==> src/rtl/module_pixel_stream_feed_pkg.sv <==
// Shared definitions for the pixel stream feeder and outcome collector.
// FSM encoding and width helper.
package module_pixel_stream_feed_pkg;

  localparam logic [1:0] ST_IDLE   = 2'd0;
  localparam logic [1:0] ST_STREAM = 2'd1;
  localparam logic [1:0] ST_DONE   = 2'd2;

  // Address/counter width for v entries, never narrower than one bit.
  function automatic int clog2(input int v);
    int r;
    r = 0;
    for (int i = 0; i < 31; i++) begin
      if ((1 << i) < v) r = i + 1;
    end
    return (r < 1) ? 1 : r;
  endfunction

endpackage

==> src/rtl/module_pixel_stream_feed_pixel_pos_counter.sv <==
// Row-major row/col position counter for the pixel feeder.
// Decodes start-of-row, end-of-frame and full-window flags.
module pixel_pos_counter #(
  parameter int length = 8,
  parameter int column = 3,
  parameter int CW     = 3
) (
  input  logic          clk,
  input  logic          rst,
  input  logic          i_clr,
  input  logic          i_adv,
  output logic [CW-1:0] o_row,
  output logic [CW-1:0] o_col,
  output logic          o_sol,
  output logic          o_eof,
  output logic          o_win
);

  localparam logic [CW-1:0] LAST   = CW'(length - 1);
  localparam logic [CW-1:0] WSTART = CW'(column - 1);

  logic [CW-1:0] r_row;
  logic [CW-1:0] r_col;

  // Column wraps at the row end and carries into the row.
  always_ff @(posedge clk or posedge rst) begin
    if (rst) begin
      r_row <= '0;
      r_col <= '0;
    end else if (i_clr) begin
      r_row <= '0;
      r_col <= '0;
    end else if (i_adv) begin
      if (r_col == LAST) begin
        r_col <= '0;
        r_row <= (r_row == LAST) ? '0 : r_row + 1'b1;
      end else begin
        r_col <= r_col + 1'b1;
      end
    end
  end

  assign o_row = r_row;
  assign o_col = r_col;
  assign o_sol = (r_col == '0);
  assign o_eof = (r_row == LAST) && (r_col == LAST);
  assign o_win = (r_row >= WSTART) && (r_col >= WSTART);

endmodule

==> src/rtl/module_pixel_stream_feed.sv <==
// Feature-map buffer that streams one map row-major into the conv engine.
// Each pixel carries row/col, start-of-row, end-of-frame and window tags.
module module_pixel_stream_feed
  import module_pixel_stream_feed_pkg::*;
#(
  parameter  int WIDTH  = 18,
  parameter  int length = 8,
  parameter  int column = 3,
  localparam int AW     = clog2(length * length),
  localparam int CW     = clog2(length)
) (
  input  logic             clk,
  input  logic             rst,
  input  logic             wr_en,
  input  logic [AW-1:0]    wr_addr,
  input  logic [WIDTH-1:0] wr_data,
  input  logic             start,
  output logic             busy,
  output logic             out_valid,
  input  logic             out_ready,
  output logic [WIDTH-1:0] out_data,
  output logic [CW-1:0]    out_row,
  output logic [CW-1:0]    out_col,
  output logic             out_sol,
  output logic             out_eof,
  output logic             win_valid,
  output logic             done
);

  localparam int NPIX = length * length;

  logic [WIDTH-1:0] r_mem [NPIX];
  logic [1:0]       r_state;
  logic             r_valid;
  logic [WIDTH-1:0] r_data;
  logic [CW-1:0]    r_row;
  logic [CW-1:0]    r_col;
  logic             r_sol;
  logic             r_eof;
  logic             r_win;
  logic             r_done;

  logic             w_idle;
  logic             w_stream;
  logic             w_wr_ok;
  logic             w_clr;
  logic             w_load;
  logic             w_fin;
  logic [CW-1:0]    w_row;
  logic [CW-1:0]    w_col;
  logic             w_sol;
  logic             w_eof;
  logic             w_win;
  logic [AW-1:0]    w_rd_addr;

  assign w_idle   = (r_state == ST_IDLE);
  assign w_stream = (r_state == ST_STREAM);
  assign w_wr_ok  = wr_en && w_idle && (32'(wr_addr) < NPIX);
  assign w_clr    = w_idle && start;
  // Once the last pixel sits in the output register nothing more loads.
  assign w_load   = w_stream && (!r_valid || (out_ready && !r_eof));
  assign w_fin    = w_stream && r_valid && out_ready && r_eof;
  assign w_rd_addr = AW'(int'(w_row) * length + int'(w_col));

  pixel_pos_counter #(
    .length (length),
    .column (column),
    .CW     (CW)
  ) u_pos (
    .clk   (clk),
    .rst   (rst),
    .i_clr (w_clr),
    .i_adv (w_load),
    .o_row (w_row),
    .o_col (w_col),
    .o_sol (w_sol),
    .o_eof (w_eof),
    .o_win (w_win)
  );

  // Map buffer write port; contents survive reset.
  always_ff @(posedge clk) begin
    if (w_wr_ok) r_mem[wr_addr] <= wr_data;
  end

  // Control FSM: idle, streaming, one-cycle done.
  always_ff @(posedge clk or posedge rst) begin
    if (rst) begin
      r_state <= ST_IDLE;
    end else begin
      case (r_state)
        ST_IDLE:   if (start) r_state <= ST_STREAM;
        ST_STREAM: if (w_fin) r_state <= ST_DONE;
        ST_DONE:   r_state <= ST_IDLE;
        default:   r_state <= ST_IDLE;
      endcase
    end
  end

  // Output register: advances only on a free slot or a handshake.
  always_ff @(posedge clk or posedge rst) begin
    if (rst) begin
      r_valid <= 1'b0;
      r_data  <= '0;
      r_row   <= '0;
      r_col   <= '0;
      r_sol   <= 1'b0;
      r_eof   <= 1'b0;
      r_win   <= 1'b0;
    end else if (w_load) begin
      r_valid <= 1'b1;
      r_data  <= r_mem[w_rd_addr];
      r_row   <= w_row;
      r_col   <= w_col;
      r_sol   <= w_sol;
      r_eof   <= w_eof;
      r_win   <= w_win;
    end else if (w_fin) begin
      r_valid <= 1'b0;
    end
  end

  // Done pulses the cycle after the last pixel handshake.
  always_ff @(posedge clk or posedge rst) begin
    if (rst) r_done <= 1'b0;
    else     r_done <= w_fin;
  end

  assign busy      = !w_idle;
  assign out_valid = r_valid;
  assign out_data  = r_data;
  assign out_row   = r_row;
  assign out_col   = r_col;
  assign out_sol   = r_sol;
  assign out_eof   = r_eof;
  assign win_valid = r_win;
  assign done      = r_done;

endmodule

==> config.mk <==
export PLATFORM = sky130hd
export DESIGN_NAME = module_pixel_stream_feed
export DESIGN_NICKNAME = d
export VERILOG_FILES = /design/src/rtl/module_pixel_stream_feed_pkg.sv /design/src/rtl/module_pixel_stream_feed_pixel_pos_counter.sv /design/src/rtl/module_pixel_stream_feed.sv
export SDC_FILE = /design/constraint.sdc
export NUM_CORES = 1
export LEC_CHECK = 0
export CORE_MARGIN = 2
export CORE_UTILIZATION = 60
export CTS_CLUSTER_DIAMETER = 50
export DETAILED_ROUTE_END_ITERATION = 8
export PLACE_DENSITY = 0.82
export SETUP_SLACK_MARGIN = 0.02
export SKIP_CTS_REPAIR_TIMING = 1
export SLEW_MARGIN = 20
export SYNTH_ARGS = -nofsm -noshare
export SYNTH_HDL_FRONTEND = slang
export SYNTH_HIERARCHICAL = 1
export SYNTH_SLANG_ARGS = --single-unit
==> constraint.sdc <==
create_clock -name clk -period 4.6 [get_ports clk]
set_input_delay 0.92 -clock clk [delete_from_list [all_inputs] [get_ports clk]]
set_output_delay 0.92 -clock clk [all_outputs]
set_load 0.01 [all_outputs]
==> metrics.cfg <==
[finish]
postLayoutCellArea_mm2=0.0519
mostFrequentLayoutCells=1,152 x edfxtp_1, 222 x mux4_2, 215 x mux2i_1, 116 x clkbuf_16, 108 x buf_4
area_taken_by_multi_input_logic_gates_mm2=0.00985
layout.cells.most_common=edfxtp_1
flow.area_growth_from_synthesis_pct=12.9
share_of_cells_above_drive_strength_1_pct=22.7
fill_cells=4337
layout.area.seq_mm2=0.0355
utilization_pct=68.4
final_nets=2371

[routing]
detail_route.iter0.violations=3653
drc=0
detail_route.wl_per_cell_um=32.2
first_pass_iters=8
detail-route-antenna-nets=0
vias=23700
avgViaCountPerCell=6.84
routed_wirelength_um=112000

[die]
die_x_um=281
fp.dieArea_mm2=0.0789
floorplan.initialDensity_pct=60.5
io_pins=59
core_mm2=0.0759
chipHeight_um=281
core.rowCount=101

[run]
timing.max_cap.violations=0

[global_route]
first_global_vias=23800
grt_util_all_layers_pct=28.6
grt_first_pass_wirelength_um=161000
antenna_found_initial=6
globalRouteOverflowTotal=0
grt_max_degree=88

[synthesis]
syn_area_per_cell_um2=21.1
yosys_warnings=6
synth-edff-count=1152
synth_top_area_share_pct=75.2
postSynthCellCount=2179
mappedNetlistArea_mm2=0.0460
post-synth-top-area-cell=edfxtp_1
syn-num-nets=2215
post_synth_main_area_contributors=edfxtp_1 75%, mux4_2 11%, mux2i_1 4.7%, dfrtp_1 2.0%, a22oi_1 1.4%
ys.flop_type=edfxtp_1
yosys.cell_types.count=46
postSynth.asyncResetShare_pct=3.11
proportion_of_synthesized_chip_area_in_sequential_cells_pct=77.2
synth.ff_latch_count=1189

[outcome]
run_status=completed

[sta]
max_clock_freq_mhz=307
final.setup.tns_ns=0
timing.hold.ws_ns=0.475
rsz0062_at_grt=false
hold_viol_final=0
tightest_slew_ns=1.01
clock-skew-final_ns=0.0374
report.final.setup_viol=0
final_slew_viol_count=0
post_route_fraction_of_the_period_consumed_by_the_critical_path_pct=70.8
finalCriticalPeriod_ns=3.26
maxSlewHeadroom_pct=32.9

[power_and_ir_drop]
report.power.total_w=0.0287
combinationalPowerShare_pct=23.6
power.net_switching_w=0.00816
switching_share_pct=28.5
worst_ir_drop_vdd_uv=357
lkg_pwr_nw=16.5
seqPwrFrac_pct=43.3
powerDensity_mw_per_mm2=552
total_internal_power_w=0.0205
pwr-share-clk_pct=33.1

[critical_path]
critical_path_cell_count=5
timing.rr.start=u_pos/o_col[0]$_DFFE_PP0P_
worst_setup_path_start_kind=flop
crit_chain=buf_12 > mux4_2 > mux4_2 > mux2i_1 > o211ai_1
cp.buffers_inverters=1
cp_slowest_cell=mux4_2
critical_path.max_stage_delay_ns=0.62
most_common_cell_type_on_the_critical_path=mux4_2
critical_path.max_fanout=87
timing.critical_path.arrival_ns=3.77
crit_path_end_kind=flop
worst_ep_required_time_ns=5.12
reg2regPathDepth=5
critical-path-top-delay-family=multiplexers
timing.critical_path.from=u_pos/o_col[0]$_DFFE_PP0P_
endpoint=out_data[6]$_DFFE_PP0P_
rrSetupSlack_ns=1.34
r2r-end=out_data[6]$_DFFE_PP0P_
criticalPathCategory=flop to flop

[clocking]
insertion_delay_ns=0.69
cts_buffer_depth=3
tritoncts_clock_tree=yes
cts_sinks=1189
htreeDepth=3
cts_made_buffers=113
clock_tree.root_cell=clkbuf_16
cts.reportedPaths.clkPinSlew_ns=0.06

[min_path]
hold_path_startpoint=r_state[1]$_DFFE_PP0P_
hold_path_class=flop to flop

[place]
placement.cell_area_mm2=0.0481
gp_routability_congestion=0.951
place.detailed.hpwl_um=61000
buffer_ports.inserted=58

-- layout make-up --
type / count / share of cell area, %
Antenna cell: 1 / 0.00482
Clock buffer: 134 / 5.84
Clock inverter: 79 / 1.55
Inverter: 10 / 0.0723
Multi-Input combinational cell: 861 / 19.0
Sequential cell: 1189 / 68.4
Tap cell: 1030 / 2.48
Timing Repair Buffer: 160 / 2.68
-- Yosys cell counts (2+ instances only) --
cell	n
a211o_1	7
a211oi_1	6
a21bo_2	2
a21oi_1	15
a221oi_1	7
a22oi_1	88
a2bb2oi_1	11
and2_1	9
and4_1	11
buf_1	6
buf_12	4
buf_2	38
buf_4	10
buf_6	3
clkbuf_1	58
dfrtp_1	37
edfxtp_1	1152
ha_1	7
inv_1	9
mux2_2	7
mux2i_1	215
mux4_1	4
mux4_2	222
nand2_1	52
nand2b_1	5
nand3_1	49
nand3b_1	4
nand4_1	7
nor2_1	83
nor2b_1	13
nor3_1	2
o211ai_1	18
o21ai_0	4
or3b_2	2
-- power groups by stage --
stage	logic (W)	registers [W]	clock network, W
2_1_floorplan	0.00461	0.0124	0
3_3_place_gp	0.00635	0.0126	0
3_5_place_dp	0.00651	0.0126	0
4_1_cts	0.00669	0.0124	0.00955
5_1_grt	0.00704	0.0124	0.00991
6_report	0.00675	0.0124	0.00950
-- state kept, by name, indices dropped and copies added, names as in the netlist, 2 cells and up --
signal / cells
r_mem: 1152
u_pos/o_row: 3
out_row: 3
out_col: 3
u_pos/o_col: 3
r_state: 2
out_data: 18
-- cells by family (layout without fill, tap and decap cells) --
kind of cell / count (synthesis) / after routing / share of synthesized area [%]
fa+ha+maj: 7 / 7 / 0.190
simple gates: 243 / 243 / 2.53
mux: 448 / 448 / 16.0
other cells: 0 / 1 / 0
compound gates: 163 / 163 / 2.66
buf+inv: 129 / 383 / 1.43
flops: 1189 / 1189 / 77.2
-- stage by stage --
step	setup WS (ns)	cells
after global placement	1.18	3249
final	1.34	3464
after CTS	1.46	3463
after global routing	1.25	3464
after detailed placement	1.14	3250
after floorplan	1.67	2179
-- metal layers --
layer / part of all wire (%) / track usage (%) / up-vias
met1: 35 / 38.5 / 12200
met2: 48 / 45.4 / 1837
met4: 4.4 / 12.4 / 6
li1: - / - / 9349
met3: 12 / 6.88 / 281
met5: 0.030 / 0 / -
-- worst min path at each step --
stage / depth (start not counted) / slack [ns] / end
floorplan: 1 / 0.43 / r_state[0]$_DFFE_PP0P_
global placement: 1 / 0.45 / r_state[0]$_DFFE_PP0P_
detailed placement: 2 / 0.46 / out_sol$_DFFE_PP0P_
CTS: 1 / 0.47 / r_state[0]$_DFFE_PP0P_
global route: 1 / 0.50 / r_state[0]$_DFFE_PP0P_
finish: 1 / 0.48 / r_state[0]$_DFFE_PP0P_
(Power assumes the default switching activity.)
